File: src/rtl/instr_fetch_responder_pkg.sv
// Shared CPU definitions for the instruction fetch path.
// Holds the default widths and the response buffer occupancy encoding.
package instr_fetch_responder_pkg;

  localparam int ADDR_W_DEF  = 8;
  localparam int INSTR_W_DEF = 16;
  localparam int DEPTH_DEF   = 256;

  localparam logic [1:0] OCC_EMPTY = 2'd0;
  localparam logic [1:0] OCC_ONE   = 2'd1;
  localparam logic [1:0] OCC_FULL  = 2'd2;

  function automatic logic [1:0] occ_entries(input logic [1:0] occ);
    case (occ)
      OCC_ONE:  return 2'd1;
      OCC_FULL: return 2'd2;
      default:  return 2'd0;
    endcase
  endfunction

endpackage

File: src/rtl/fetch_skid_buffer.sv
// Two-entry fall-through response buffer. An arriving entry is shown combinationally when the buffer is empty.
// No added latency; head_ready low parks arrivals, and the caller must never push into a full buffer without a pop.
module fetch_skid_buffer
  import instr_fetch_responder_pkg::*;
#(
  parameter int ADDR_W  = ADDR_W_DEF,
  parameter int INSTR_W = INSTR_W_DEF
) (
  input  logic               clk,
  input  logic               rst,
  input  logic               flush,
  input  logic               push_valid,
  input  logic [ADDR_W-1:0]  push_addr,
  input  logic [INSTR_W-1:0] push_instr,
  output logic               head_valid,
  output logic [ADDR_W-1:0]  head_addr,
  output logic [INSTR_W-1:0] head_instr,
  input  logic               head_ready,
  output logic [1:0]         occ
);

  typedef struct packed {
    logic [ADDR_W-1:0]  addr;
    logic [INSTR_W-1:0] instr;
  } entry_t;

  logic [1:0] occ_q;
  entry_t     ent0;
  entry_t     ent1;
  entry_t     push_ent;

  assign push_ent   = {push_addr, push_instr};
  assign occ        = occ_q;
  assign head_valid = (occ_q != OCC_EMPTY) || push_valid;
  assign {head_addr, head_instr} = (occ_q != OCC_EMPTY) ? ent0 : push_ent;

  // ent0 is always the head; ent1 shifts down on a pop from FULL.
  always_ff @(posedge clk) begin
    if (rst || flush) begin
      occ_q <= OCC_EMPTY;
    end else begin
      case (occ_q)
        OCC_EMPTY: begin
          if (push_valid && !head_ready) begin
            ent0  <= push_ent;
            occ_q <= OCC_ONE;
          end
        end
        OCC_ONE: begin
          if (head_ready) begin
            if (push_valid) ent0 <= push_ent;
            else            occ_q <= OCC_EMPTY;
          end else if (push_valid) begin
            ent1  <= push_ent;
            occ_q <= OCC_FULL;
          end
        end
        OCC_FULL: begin
          if (head_ready) begin
            ent0 <= ent1;
            if (push_valid) ent1 <= push_ent;
            else            occ_q <= OCC_ONE;
          end
        end
        default: occ_q <= OCC_EMPTY;
      endcase
    end
  end

endmodule

File: src/rtl/instr_fetch_responder.sv
// Instruction fetch responder: program memory with a one-cycle synchronous read feeding a 2-entry response buffer.
// Latency 1; req_ready drops once buffered + in-flight reaches 2, so rsp_ready stalls never overflow the buffer.
module instr_fetch_responder
  import instr_fetch_responder_pkg::*;
#(
  parameter int ADDR_W  = ADDR_W_DEF,
  parameter int INSTR_W = INSTR_W_DEF,
  parameter int DEPTH   = DEPTH_DEF
) (
  input  logic               clk,
  input  logic               rst,
  input  logic               req_valid,
  input  logic [ADDR_W-1:0]  req_addr,
  output logic               req_ready,
  input  logic               flush,
  output logic               rsp_valid,
  output logic [INSTR_W-1:0] rsp_instr,
  output logic [ADDR_W-1:0]  rsp_addr,
  input  logic               rsp_ready,
  input  logic               wr_en,
  input  logic [ADDR_W-1:0]  wr_addr,
  input  logic [INSTR_W-1:0] wr_data
);

  localparam int IDX_W = (DEPTH > 1) ? $clog2(DEPTH) : 1;

  logic [INSTR_W-1:0] mem [DEPTH];
  logic [IDX_W-1:0]   rd_idx;
  logic [IDX_W-1:0]   wr_idx;
  logic [INSTR_W-1:0] rd_data;
  logic [ADDR_W-1:0]  rd_addr;
  logic               rd_valid;
  logic               req_fire;
  logic [1:0]         occ;
  logic [1:0]         pending;
  logic               head_valid;
  logic [INSTR_W-1:0] head_instr;
  logic [ADDR_W-1:0]  head_addr;

  // Truncation gives the modulo-DEPTH wrap for power-of-two depths.
  assign rd_idx = IDX_W'(req_addr);
  assign wr_idx = IDX_W'(wr_addr);

  assign pending   = occ_entries(occ) + {1'b0, rd_valid};
  assign req_ready = !rst && !flush && (pending < 2'd2);
  assign req_fire  = req_valid && req_ready;

  // No reset here: program contents survive rst, and the read register sits
  // beside the write so a same-address collision returns the old word.
  always_ff @(posedge clk) begin
    if (wr_en)    mem[wr_idx] <= wr_data;
    if (req_fire) rd_data     <= mem[rd_idx];
  end

  always_ff @(posedge clk) begin
    if (rst) begin
      rd_valid <= 1'b0;
      rd_addr  <= '0;
    end else begin
      rd_valid <= req_fire;
      if (req_fire) rd_addr <= req_addr;
    end
  end

  fetch_skid_buffer #(
    .ADDR_W  (ADDR_W),
    .INSTR_W (INSTR_W)
  ) u_skid (
    .clk        (clk),
    .rst        (rst),
    .flush      (flush),
    .push_valid (rd_valid),
    .push_addr  (rd_addr),
    .push_instr (rd_data),
    .head_valid (head_valid),
    .head_addr  (head_addr),
    .head_instr (head_instr),
    .head_ready (rsp_ready),
    .occ        (occ)
  );

  assign rsp_valid = !rst && head_valid;
  assign rsp_instr = rst ? '0 : head_instr;
  assign rsp_addr  = rst ? '0 : head_addr;

endmodule

File: config.mk
export PLATFORM = sky130hd
export DESIGN_NAME = instr_fetch_responder
export DESIGN_NICKNAME = d
export VERILOG_FILES = /design/src/rtl/instr_fetch_responder_pkg.sv /design/src/rtl/fetch_skid_buffer.sv /design/src/rtl/instr_fetch_responder.sv
export SDC_FILE = /design/constraint.sdc
export NUM_CORES = 2
export LEC_CHECK = 0
export BUFFER_PORTS_ARGS = -buffer_cell sky130_fd_sc_hd__buf_2
export CORE_MARGIN = 3
export CORE_UTILIZATION = 55
export CTS_BUF_LIST = sky130_fd_sc_hd__clkbuf_16
export DETAILED_ROUTE_END_ITERATION = 16
export PLACE_DENSITY = 0.73
export SYNTH_ARGS = -nofsm -noshare
export SYNTH_HDL_FRONTEND = slang
export SYNTH_SLANG_ARGS = --single-unit
export TNS_END_PERCENT = 20
File: constraint.sdc
create_clock -name clk -period 4 [get_ports clk]
set_clock_uncertainty 0.1 [all_clocks]
set_input_delay 0.6 -clock clk [delete_from_list [all_inputs] [get_ports clk]]
set_output_delay 0.6 -clock clk [all_outputs]
set_load 0.05 [all_outputs]
==> impl_metrics.csv <==
group,metric,value,unit
status,outcome,"completed",
placed_design,placed_cells,12200,
timing,fmax,277,MHz
synth,synth_xor_xnor_area_share,0.00542,%
floorplan,initial_utilization,55.4,%
finish,final_area,184000,um^2
power,p_per_area,491,nW/um^2
synth,ys.flop_type,"edfxtp_1",
floorplan,die_w,548,um
synth,synth.ff_latch_count,4171,
timing,rsz0062_at_grt,"no",
route,drc,0,
worst_setup_path,critical_path_required,4660,ps
power,total_power,0.0906,W
timing,hold_viol,0,
cts,clock_path_buffers,4,
floorplan,std_cell_rows,198,
worst_setup_path,arrival,4270,ps
synth,netlist_instances,7870,
route,wl,448000,um
power,vdd_ir_drop_max,0.385,mV
synth,netlist_area,162000,um^2
job,drv_cap,0,
placed_design,placed_area,171000,um^2
synth,synth_top_area_share,77.3,%
cts,worstSkewPairLatency,930,ps
floorplan,dieArea,300000,um^2
cts,numCtsBuffers,397,
global_routing,grt_pass1_wl,636000,um
timing,slew_violations,0,
synth,ys_warn_count,0,
worst_setup_path,critPathTopFamily,"simple AND/OR/NAND/NOR gates",
synth,synth_top_family_by_area,"multiplexers",
timing,tightestPinTransition,1420,ps
cts,cts.repair.resized,0,
cts,cts_sinks,4171,
worst_setup_path,path_max_fanout,23,
worst_setup_path,critPathBufInv,4,
synth,synth_compound_area_share,3.92,%
cts,postCtsHoldBufs,2,
cts,cts_tree,"done",
finish,nets,8720,
worst_setup_path,crit_type,"input pin to register",
synth,synth_area_leaders,"edfxtp_1 77%, mux4_2 9.8%, mux2i_1 3.8%",
route,drt_iter0_markers,14700,
synth,syn_nets,7908,
route,ant_nets,0,
cts,clk_pin_slew,60,ps
floorplan,die_y,548,um
route,vias_per_cell,6.72,
placed_design,routabilityCongestion,1.01,
min_path,hold_path_class,"input pin to register",
global_routing,grt_pass1_vias,84500,
worst_setup_path,cp-start-kind,"input pin",
timing,min_period_over_period,90.3,%
worst_setup_path,path_cells,"buf_12 > buf_12 > buf_12 > mux2i_1 > o221ai_1 > o32ai_1 > a211o_1 > nor4_1 > nand4b_1 > buf_4 > nor3_1",
finish,stdcell_count,12900,
synth,synth_mux_area_share,14.0,%
global_routing,grt-ovfl-total,0,
synth,yosys.area_share.simple,2.73,%
global_routing,track_usage,29.7,%
cts,htree_num_levels,5,
synth,yosys.area.top_type,"edfxtp_1",
placed_design,dpl.hpwl,281000,um
finish,fin_util,63.3,%
route,num_vias,86700,
worst_setup_path,end_kind,"register",
timing,finalSetupTns,0,ps
global_routing,grt_max_degree,135,
floorplan,io_pins,64,
worst_setup_path,cp_common_cell,"buf_12",
synth,synth-seq-area-share,77.4,%
global_routing,antenna_found_initial,34,
worst_setup_path,slowest_delay,870,ps
cts,cts_root_buf,"clkbuf_16",
placed_design,portBuffers,63,
floorplan,core-area,292000,um^2
cts,cts_setup_buffers,0,
synth,synth_adder_area_share,0,%
timing,period_needed,3610,ps
synth,async_flop_share,0,%
worst_setup_path,crit_slowest_cell,"nor4_1",
power,p_leak,60.2,nW
finish,drive_above_1_share,24.7,%
synth,avgSynthCellArea,20.5,um^2
timing,maxSlewHeadroom,5.65,%
synth,synth-edff-count,4160,
timing,setup_viol,0,
route,dr.pass1.iters,8,
route,wl_per_cell,34.7,um
finish,synthToLayoutAreaGrowth,14.1,%
finish,fill_cells,18900,
synth,ys_types,71,
report_power, final:
part / switching (W) / internal [W]
sequential: 0.0000529 / 0.0482
combinational: 0.00319 / 0.00162
clock: 0.0160 / 0.0215
cell type report:
class / count / area [um^2] / area share (%)
Inverter: 7 / 31.3 / 0.0170
Clock buffer: 404 / 10100 / 5.48
Tap cell: 3900 / 4880 / 2.65
Clock inverter: 311 / 2820 / 1.53
Antenna cell: 14 / 35.0 / 0.0190
Timing Repair Buffer: 896 / 7990 / 4.33
Sequential cell: 4171 / 125000 / 67.8
Multi-Input combinational cell: 3209 / 33500 / 18.1
cells in the mapped netlist (4+ instances only):
cell type and number:
or3_1 9, mux2i_1 617, nand2_1 246, a2111oi_0 30, nand3_1 38, nand2b_1 31, nand4_1 34, o21ai_0 61
a21oi_1 164, mux4_1 16, mux2_2 17, clkbuf_4 8, buf_8 21, a22oi_1 104, nor2b_1 15, o32ai_1 30
a31oi_1 17, a211o_1 5, o22ai_1 131, inv_1 6, o2111ai_1 28, nor2_1 366, mux4_2 700, buf_1 36
a32oi_1 7, a221oi_1 63, o221ai_1 140, nor3_1 151, buf_4 46, nand4b_1 4, dfxtp_1 11, a31o_2 10
a22o_1 35, nor4_1 47, o211ai_1 23, or2_2 6, buf_6 52, buf_12 18, a211oi_1 20, buf_2 116
or2b_1 4, clkbuf_1 181, dlygate4sd1_1 5, edfxtp_1 4160
layer usage:
layer | up-vias | wire [um] | global-route usage, %
met5 | - | 120 | 0
met1 | 44900 | 161000 | 42.1
met4 | 16 | 20000 | 11.3
li1 | 34600 | - | -
met2 | 6335 | 204000 | 44.2
met3 | 913 | 62500 | 8.42
cell usage in the layout (no fill, tap or decap), drive strengths merged, types with 31 or more instances in the layout:
master / netlist / layout
nor3: 151 / 151
nand3: 39 / 39
a21oi: 164 / 164
o22ai: 133 / 133
clkinv: 1 / 173
nand4: 34 / 34
a22oi: 104 / 104
nand2b: 31 / 31
clkbuf: 189 / 412
o221ai: 140 / 140
mux2i: 617 / 617
nor4: 47 / 47
bufinv: 0 / 50
nor2: 366 / 366
mux4: 716 / 716
o21ai: 61 / 61
nand2: 246 / 246
a22o: 35 / 35
edfxtp: 4160 / 4160
inv: 6 / 80
buf: 289 / 886
a221oi: 63 / 63
state kept, by name, summed over array words and instances, names as in the netlist:
name	flops
u_skid.occ	2
rd_valid	1
u_skid.ent1	24
mem	4096
u_skid.ent0	24
rd_addr	8
rd_data	16
cell families (layout without fill, tap and decap cells):
| kind of cell | Yosys count | after routing |
|---|---|---|
| xor gates and xnor gates | 1 | 1 |
| DFF | 4171 | 4171 |
| buffers and inverters | 490 | 1618 |
| other | 0 | 14 |
| muxes | 1350 | 1350 |
| and+or+nand+nor | 976 | 976 |
| AOI/OAI and AO/OA | 882 | 882 |
metrics by stage:
stage / worst slack (ps) / hold slack, ps
6_report: 389 / 66.0
5_1_grt: 417 / 56.0
2_1_floorplan: -84.0 / 350
3_5_place_dp: -386 / 378
3_3_place_gp: -697 / 369
4_1_cts: 597 / 21.0
worst paths after layout:
check                                    from     endpoint  slack (ps)  depth (start not counted)
worst max-delay path              req_addr[0]  rd_data[14]         390                         11
worst min-delay path               wr_data[1]  mem[112][1]          70                          1
worst max register to register  u_skid.occ[1]   rd_addr[6]         540                          8
worst min register to register     rd_addr[1]   rd_addr[1]         390                          2
Power figures use the tool's default switching activity.
